## src/rtl/playback.sv

```systemverilog
// Replay engine for recorded switch segments. Each segment has a level and a
// duration in 10 ms ticks. The replay timing is derived from Div_CLK through
// a prescaler of TICK_DIV cycles.
module playback #(
  parameter int TICK_DIV = 102
) (
  input  logic       Div_CLK,
  input  logic       RST,
  input  logic       start,
  input  logic       abort,
  input  logic [3:0] num_seg,
  output logic [2:0] rd_index,
  input  logic       rd_level,
  input  logic [6:0] rd_dur,
  output logic       play_switch,
  output logic       busy,
  output logic       done
);

  localparam logic [7:0] PRE_MAX = 8'(TICK_DIV - 1);

  typedef enum logic [1:0] {IDLE, LOAD, PLAY, DONE} state_t;

  state_t     state;
  logic [7:0] prescaler;
  logic [6:0] remaining;
  logic [3:0] num_q;      // segment count captured at start, clipped to 8
  logic       start_q;    // start accepted in IDLE, acted on one edge later
  logic [3:0] num_clip;
  logic       last_seg;

  assign num_clip = (num_seg > 4'd8) ? 4'd8 : num_seg;
  assign last_seg = ({1'b0, rd_index} == (num_q - 4'd1));

  // Replay state machine with all outputs registered; abort overrides everything.
  always_ff @(posedge Div_CLK or posedge RST) begin
    if (RST) begin
      state       <= IDLE;
      play_switch <= 1'b0;
      busy        <= 1'b0;
      done        <= 1'b0;
      rd_index    <= 3'd0;
      prescaler   <= 8'd0;
      remaining   <= 7'd0;
      num_q       <= 4'd0;
      start_q     <= 1'b0;
    end else if (abort) begin
      state       <= IDLE;
      play_switch <= 1'b0;
      busy        <= 1'b0;
      done        <= 1'b0;
      rd_index    <= 3'd0;
      prescaler   <= 8'd0;
      remaining   <= 7'd0;
      start_q     <= 1'b0;
    end else begin
      case (state)
        IDLE: begin
          play_switch <= 1'b0;
          done        <= 1'b0;
          rd_index    <= 3'd0;
          prescaler   <= 8'd0;
          if (start_q) begin
            // A second start during the launch edge is not a new request.
            start_q <= 1'b0;
            if (num_q == 4'd0) begin
              state <= DONE;
              busy  <= 1'b0;
              done  <= 1'b1;
            end else begin
              state <= LOAD;
              busy  <= 1'b1;
            end
          end else begin
            busy    <= 1'b0;
            start_q <= start;
            if (start) num_q <= num_clip;
          end
        end

        LOAD: begin
          play_switch <= rd_level;
          remaining   <= rd_dur;
          prescaler   <= 8'd0;
          if (rd_dur == 7'd0) begin
            // Zero-length segment: skip straight to the next one.
            if (last_seg) begin
              state <= DONE;
              busy  <= 1'b0;
              done  <= 1'b1;
            end else begin
              rd_index <= rd_index + 3'd1;
            end
          end else begin
            state <= PLAY;
          end
        end

        PLAY: begin
          if (prescaler == PRE_MAX) begin
            prescaler <= 8'd0;
            if (remaining <= 7'd1) begin
              remaining <= 7'd0;
              if (last_seg) begin
                state <= DONE;
                busy  <= 1'b0;
                done  <= 1'b1;
              end else begin
                rd_index <= rd_index + 3'd1;
                state    <= LOAD;
              end
            end else begin
              remaining <= remaining - 7'd1;
            end
          end else begin
            prescaler <= prescaler + 8'd1;
          end
        end

        DONE: begin
          done        <= 1'b0;
          busy        <= 1'b0;
          play_switch <= 1'b0;
          rd_index    <= 3'd0;
          state       <= IDLE;
        end

        default: state <= IDLE;
      endcase
    end
  end

endmodule

```

## config.mk

```make
export PLATFORM = sky130hd
export DESIGN_NAME = playback
export DESIGN_NICKNAME = d
export VERILOG_FILES = /design/src/rtl/playback.sv
export SDC_FILE = /design/constraint.sdc
export NUM_CORES = 1
export LEC_CHECK = 0
export ABC_AREA = 1
export CAP_MARGIN = 15
export CORE_MARGIN = 2
export CORE_UTILIZATION = 53
export DETAILED_ROUTE_END_ITERATION = 8
export DONT_BUFFER_PORTS = 1
export PLACE_DENSITY_LB_ADDON = 0.15
export RECOVER_POWER = 25
export REMOVE_ABC_BUFFERS = 1
export SYNTH_ARGS = -nofsm -noshare
export SYNTH_HDL_FRONTEND = slang
export SYNTH_SLANG_ARGS = --single-unit
```

## constraint.sdc

```tcl
create_clock -name Div_CLK -period 2.71 [get_ports Div_CLK]
set_input_delay 0.4065 -clock Div_CLK [delete_from_list [all_inputs] [get_ports Div_CLK]]
set_output_delay 0.4065 -clock Div_CLK [all_outputs]
set_load 0.05 [all_outputs]
```

# [Word level (Yosys, flattened, before mapping)]
# Cells that the tools add are included.
[op_classes] n_addsub=4 n_lt_le_gt_ge=2 eq_ne=10 mux=44 n_bitwise=2 reduce_logical=13
[ops] op="$mux 7" count=3
[ops] op="$mux 1" count=18
[ops] op="$mux 2" count=8
[ops] op="$mux 8" count=2
[ops] op="$pmux 8 s2" count=1
[ops] op="$mux 3" count=5
[ops] op="$pmux 7 s2" count=1
[ops] op="$ne 3x3->1 const B" count=4
[ops] op="$pmux 3 s3" count=1
[ops] op="$reduce_bool 3->1" count=3
[ops] op="$add 8x1->8 const B" count=1
[ops] op="$eq 8x7->1 const B" count=1
[ops] op="$pmux 1 s4" count=2
[ops] op="$pmux 2 s4" count=1
[ops] op="$reduce_and 4->1" count=2
[ops] op="$le 7x1->1 const B" count=1
[ops] op="$logic_not 7->1" count=1
[ops] op="$sub 7x1->7 const B" count=1
[ops] op="$eq 2x2->1 const B" count=2
[ops] op="$eq 3x4->1" count=1
[ops] op="$gt 4x4->1 const B" count=1
[ops] op="$logic_not 4->1" count=1
[ops] op="$mux 4" count=1
[ops] op="$ne 4x4->1 const B" count=1
[ops] op="other kinds (10)" count=12
[word_totals] register_bits=28 out_inout_bits=6 wordCells=84

# [Depth between registers and ports, before layout]
# Gate-level depths: netlist of the first run.
[logic_depth] word_depth=7 depth_mapped=13 depth_no_buf=13

# [Worst setup path before layout of the first run]
# Ideal clock, no wire load.
[synth_path] path_type="register to register" start="reg state[0]" end="reg prescaler[7]" arrival_time_ns=1.474 path_slack_ns=1.120 stages_incl_launch_ff=12 path_buffers=0 synth_period_minus_slack_ns=1.590 cell_sequence="dfrtp_1 -> inv_1 -> ha_1 -> nor2_1 -> nand2_2 -> nand2_1 -> nor2_1 -> nand2_1 -> nor2_2 -> nand2_1 -> nor2_1 -> nor2_1"
[synth_between] elab_chain_len=4 word_cells_on_any_way=7 cone_classes="eq/ne: 2; mux: 2; reduce/logical: 3"
[synth_lines] item="start: declaration" line="24" source="state_t state;"
[synth_lines] item="start signal: assignment" line="38" source="state <= IDLE;"
[synth_lines] item="start signal: assignment" line="48" source="state <= IDLE;"
[synth_lines] item="start signal: assignment" line="67" source="state <= DONE;"
[synth_lines] item="$eq 2x1->1 / $logic_not 2->1 (equally long branches)" line="57" source="case (state)"
[synth_lines] item="$reduce_or 2->1 (no line)"
[synth_lines] item="$pmux 8 s2" line="57"
[synth_lines] item="$mux 8" line="47" source="end else if (abort) begin"
[synth_lines] item="end signal: assignment" line="116" source="prescaler <= prescaler + 8'd1;"
[synth_lines] item="end: declaration" line="25" source="logic [7:0] prescaler;"
# Parallel ways exist; a longest one is shown, timed or not.
# A chain may end at the register's enable or synchronous reset.

==> results of run 1 <==
[routing by layer]
| metal | track usage | vias to the layer above | share of wire |
|---|---|---|---|
| li1 | - | 798 | - |
| met1 | 0.281 | 666 | 0.50 |
| met2 | 0.334 | 31 | 0.45 |
| met3 | 0.0352 | 2 | 0.044 |
| met4 | 0.0699 | 0 | 0.0062 |
| met5 | 0 | - | 0 |
[cell usage in the layout (no fill, tap or decap), types with 4 or more instances in the layout]
master / Yosys / final
nor3_1: 5 / 5
xor2_1: 4 / 4
inv_1: 38 / 38
dfrtp_1: 28 / 28
o21ai_0: 15 / 15
o22ai_1: 4 / 4
nand2_1: 81 / 81
nor2_1: 26 / 26
ha_1: 11 / 11
nand3_1: 10 / 10
a21oi_1: 11 / 11
[power by group through the flow]
| stage | combinational, W | clock (W) | sequential [W] |
|---|---|---|---|
| after global placement | 0.000897 | 0 | 0.000709 |
| final | 0.000899 | 0.000276 | 0.000701 |
| after detailed placement | 0.000893 | 0 | 0.000710 |
| after floorplan | 0.000736 | 0 | 0.000680 |
| after global routing | 0.00104 | 0.000305 | 0.000718 |
| after CTS | 0.000902 | 0.000283 | 0.000701 |
[critical path: cells and delay by family]
kind     cells  cell delay [ns]
buf+inv      3             1.65
[area by class of cell]
class / instances / area, sq um
clock buffers: 3 / 22.5
repair buffers: 2 / 13.8
clock inverters: 1 / 30.0
well taps: 46 / 57.6
fillers: 307 / 1380
inverters: 38 / 143
flip-flops and latches: 28 / 701
multi-input cells: 184 / 933
[through the flow]
step,power (W),std cells
after global routing,0.00206,302
after floorplan,0.00142,250
final,0.00188,302
after detailed placement,0.00160,297
after global placement,0.00161,297
after CTS,0.00189,302
[registers in the layout, indices dropped and copies added, names as in the netlist]
signal,count
prescaler,8
done,1
busy,1
play_switch,1
state,2
start_q,1
num_q,4
rd_index,3
remaining,7
[kinds of logic after synthesis]
group,share of synthesized area
simple gates,0.307
xor+xnor,0.0345
compound gates,0.106
fa+ha+maj,0.0775
buf+inv,0.0803
flops,0.394
[cells in the mapped netlist]
cell / n / area (sq um)
inv_1: 38 / 143
o21ai_2: 1 / 8.76
nand2_1: 81 / 304
o21ai_0: 15 / 75.1
o22ai_1: 4 / 25.0
a22o_1: 2 / 17.5
xnor2_1: 3 / 26.3
ha_1: 11 / 138
o21bai_1: 1 / 7.51
nand4_1: 3 / 18.8
xor2_1: 4 / 35.0
dfrtp_1: 28 / 701
a21oi_1: 11 / 55.1
or2_2: 1 / 6.26
nor2_1: 26 / 97.6
nor2_2: 2 / 12.5
nor3b_1: 1 / 7.51
nand2_4: 1 / 11.3
nor3_1: 5 / 25.0
nand2_2: 2 / 12.5
nand3_1: 10 / 50.1
[worst min-delay path by stage]
stage                        startpoint                  endpoint
3_3_place_gp                        RST      num_q[3]$_DFFE_PP0P_
6_report                     num_seg[2]      num_q[2]$_DFFE_PP0P_
5_1_grt                      num_seg[0]      num_q[0]$_DFFE_PP0P_
2_1_floorplan  remaining[4]$_DFFE_PP0P_  remaining[4]$_DFFE_PP0P_
3_5_place_dp                        RST  prescaler[6]$_DFFE_PP0P_
4_1_cts                      num_seg[2]      num_q[2]$_DFFE_PP0P_
==> qor.txt, run 1 <==
diodes inserted: 0
Final GP Congestion: 0.853
internal power: 0.00101 W
r2r endpoint: state[1]$_DFFE_PP0P_
Worst Setup Start Kind: input port
total global routing overflow: 0
TritonCTS buffer count: 3
DIE AREA: 3830 sq um
total of max-cap violations: 0
Max VDD drop: 0.000525 V
Max clock buf depth: 2
clock power share: 0.147
CP peak stage delay: 1.06 ns
Max H-tree Level: 1
clock root buffer: clkbuf_4
Detail Route Antenna Nets: 0
setup violators final: 0
Critical Path End: play_switch$_DFFE_PP0P_
data required time of the worst path: 2.92 ns
clk_skew: 0.0107 ns
CTS tree: built
Final Instance Area: 1900 sq um
Crit path arrival time: 2.07 ns
distinct cell type count after synthesis: 21
Ys Warns: 0
Slew Limit Headroom: 0.0202
# nets final: 284
largest net degree at the start of global routing: 29
die height: 61.9 um
die span in x: 61.9 um
Core Rows: 21
# port buffers: 0
register area share after synthesis: 0.394
sequential share of power: 0.374
Post-Syn Area per Cell: 7.11 sq um
final hold violation count: 0
crit path launch: RST
Comb power frac: 0.479
cts repair resizes: 0
vias per cell: 4.96
cell count after synthesis: 250
I/O pins: 22
crit-path cells: dlygate4sd3_1, inv_1, clkbuf_1
HPWL after DPL: 2.64 mm
critical path type: input port to asynchronous set/reset pin
RSZ-0062 raised after global routing: no
slowest cell on the critical path: clkbuf_1
Placed Area: 1840 sq um
setup slack at placement: 0.886 ns
final worst-path cycle share: 0.684
cts hold-fix bufs: 1
hold_ws: 0.193 ns
setup TNS: 0 ns
Psw: 0.000866 W
Post-CTS Setup Inserts: 0
Switching Fraction: 0.461
Final Routed Wirelength: 3.38 mm
worst reg2reg setup slack: 0.86 ns
fmax: 540 MHz
Vias: 1,497
pwr dens: 987 nW/um^2
CTS sink cnt: 28
R2R depth: 11
cell area after synthesis: 1780 sq um
DR iter-0 viols: 52
leakage power: 0.981 nW
All-Layer GR Usage: 0.207
TritonRoute pass-1 iters: 4
Clock Latency Late Sink: 0.33 ns
Initial Util: 0.541
Clock Pin Slew Worst Setup and Hold Paths: 0.16 ns
Final Critical Period: 1.85 ns
first-pass GRT wire length: 5.88 mm
worst slew pin tran: 1.47 ns
Reg-to-Reg Start: state[0]$_DFFE_PP0P_
Min-Delay Path Depth: 2
layout cells sized above 1: 0.0430
outcome: finished, final reports clean
Worst setup EP type: asynchronous set/reset pin
worst setup margin: 0.857 ns
Final Util: 0.579
Yosys reg bits: 28
vias in the first global route: 1,383
HP Class: input port to register
DRC Markers: 0
CP max FO: 28
Syn-to-layout area delta: 6.97%
Avg WL per Cell: 11.2 um
max-slew violation total from the final report: 0
core box area: 3280 sq um
initial antenna violation count: 0
Power figures use the tool's default switching activity.
==> run 2, diff against run 1 <==
==> constraint.sdc (replaced) <==
create_clock -name Div_CLK -period 1.5 [get_ports Div_CLK]
set_input_delay 0.225 -clock Div_CLK [delete_from_list [all_inputs] [get_ports Div_CLK]]
set_output_delay 0.225 -clock Div_CLK [all_outputs]
set_load 0.05 [all_outputs]
==> run 2 against run 1 <==
Against the previous run:
- the flow now finishes with violations (negative hold slack, negative setup slack)
- worst hold slack got worse by 0.20 ns
- sequential cell count stayed put
- clock power is 43% higher
==> qor.txt, run 2 (synthesis gave the netlist of run 1 again) <==
Detail Route Antenna Nets: 0 (unchanged)
clock power share: 0.084 (-0.063)
final worst-path cycle share: 1.09
largest net degree at the start of global routing: 29 (unchanged)
CP max FO: 6 (-79%)
leakage power: 1.27 nW (+29%)
Crit path arrival time: 1.94 ns (-0.13 ns)
pwr dens: 1800 nW/um^2 (+82%)
total power: 0.00474 W (+150%)
max-slew violation total from the final report: 0 (unchanged)
Avg WL per Cell: 14.8 um (+32%)
Max H-tree Level: 1 (unchanged)
Vias: 1,828 (+22%)
Initial Util: 0.541 (unchanged)
slowest cell on the critical path: dfrtp_1
# port buffers: 0 (unchanged)
Worst setup EP type: register
CP top delay family: simple AND/OR/NAND/NOR gates
setup violators final: 14 (+14)
Post-Place Cells: 337 (+13%)
worst setup margin: -0.133 ns (-0.990 ns)
Syn-to-layout area delta: 48.5%
outcome: complete, but fails checks
worst slew pin tran: 0.734 ns (-0.736 ns)
vias per cell: 5.19 (+4.8%)
Clock Latency Late Sink: 0.35 ns (+0.02 ns)
TritonRoute pass-1 iters: 4 (unchanged)
All-Layer GR Usage: 0.255 (+0.0486)
Final GP Congestion: 0.872 (+2.2%)
DR iter-0 viols: 87 (+67%)
Reg with most FFs: prescaler
layout cells sized above 1: 0.399 (+0.356)
I/O pins: 22 (unchanged)
fmax: 612 MHz
CTS tree: built
Final Util: 0.803 (+0.224)
Max VDD drop: 0.00136 V (+160%)
violated checks: negative hold slack, negative setup slack
total global routing overflow: 0 (unchanged)
most frequent cells in the layout: 67 x nand2_1, 43 x buf_4, 28 x inv_1, 28 x dfrtp_1, 15 x nor2_1
Final Critical Period: 1.63 ns
CTS sink cnt: 28 (unchanged)
first-pass GRT wire length: 7.29 mm (+24%)
Worst Setup Start Kind: register
total of max-cap violations: 0 (unchanged)
Post-Layout Cell Count: 352 (+17%)
setup slack at placement: -0.193 ns (-1.08 ns)
DRC Markers: 0 (unchanged)
Max clock buf depth: 2 (unchanged)
commonest non-fill, non-tap cell in the layout: nand2_1
CP peak stage delay: 0.43 ns (-0.63 ns)
Clock Pin Slew Worst Setup and Hold Paths: 0.16 ns (about the same)
internal power: 0.00255 W (+150%)
Largest register FFs: 8 (unchanged)
Psw: 0.00219 W (+150%)
Final Routed Wirelength: 5.20 mm (+54%)
buffers and inverters on the worst path: 2 (-1)
core box area: 3280 sq um (unchanged)
# nets final: 334 (+18%)
die height: 61.9 um (unchanged)
hold_ws: -0.00731 ns (-0.200 ns)
HPWL after DPL: 2.99 mm (+13%)
Comb power frac: 0.661 (+0.182)
DIE AREA: 3830 sq um (unchanged)
RSZ-0062 raised after global routing: yes
TritonCTS buffer count: 3 (unchanged)
clk_skew: 0.00649 ns (-0.00423 ns)
diodes inserted: 0 (unchanged)
top flop regs: prescaler (8), remaining (7), num_q (4)
Worst path most repeated cell: nand2_1
vias in the first global route: 1,747 (+26%)
die span in x: 61.9 um (unchanged)
data required time of the worst path: 1.81 ns (-1.11 ns)
Core Rows: 21 (unchanged)
HP Class: input port to register
sequential share of power: 0.256 (-0.118)
crit-path cells: inv_2, ha_4, xnor2_1, nor2_1, nand3_2, buf_4, nand2_1, nand2_1, nand2_1, nand2_1, nand2_1
Slew Limit Headroom: 0.511 (+0.491)
critical path type: register to register
final hold violation count: 3 (+3)
Switching Fraction: 0.463 (+0.00121)
initial antenna violation count: 0 (unchanged)
clock root buffer: clkbuf_4
run 2: stage by stage:
| stage | TNS (ns) | instance area [sq um] |
|---|---|---|
| floorplan | -0.858 | 1780 |
| global placement | -1.84 | 2140 |
| detailed placement | -3.05 | 2140 |
| CTS | -0.395 | 2360 |
| global route | -2.94 | 2640 |
| finish | -0.785 | 2640 |
run 2: tightest hold or removal path: stages:
cell     delay (ns)
nor2_4         0.02
nand2_1        0.04
nand2_1        0.04
run 2: power by group through the flow:
stage / Combinational (W) / Clock (W) / Sequential (W)
global route: 0.00341 / 0.000424 / 0.00123
finish: 0.00313 / 0.000396 / 0.00121
detailed placement: 0.00224 / 0 / 0.00120
floorplan: 0.00133 / 0 / 0.00123
CTS: 0.00260 / 0.000394 / 0.00119
global placement: 0.00221 / 0 / 0.00120
run 2: metal layers:
layer  GRT usage  up-vias  routed length [um]
met5           0        -                   0
met4      0.0760        0                  94
met3      0.0352        9                 187
met2       0.469       48                2780
met1       0.308      876                2130
li1            -      895                   -
run 2: path summary, 6_finish.rpt:
check	startpoint	end	slack, ns	cells past startpoint
worst min-delay path	abort	state[1]$_DFFE_PP0P_	-0.007	3
worst min register to register	remaining[4]$_DFFE_PP0P_	remaining[4]$_DFFE_PP0P_	0.51	2
min in group asynchronous	RST	num_q[3]$_DFFE_PP0P_	0.50	3
worst max-delay path	num_q[1]$_DFFE_PP0P_	state[1]$_DFFE_PP0P_	-0.13	11
worst max register to register	num_q[1]$_DFFE_PP0P_	state[1]$_DFFE_PP0P_	-0.13	11
max in group asynchronous	RST	prescaler[2]$_DFFE_PP0P_	0.54	3
run 2: what timing repair did:
item | CTS | global route
buffers inserted | 6 | 5
pin swaps | 16 | 30
hold buffers | 1 | 1
gates resized for setup | 41 | 61
setup endpoints to repair | 24 | 26
hold endpoints to repair | 28 | 2
run 2: area by class of cell:
cell class              instances  area (sq um)
repair buffers                 52           415
fillers                       218           647
multi-input cells             184          1280
flip-flops and latches         28           701
clock buffers                   4          36.3
well taps                      46          57.6
inverters                      38           145
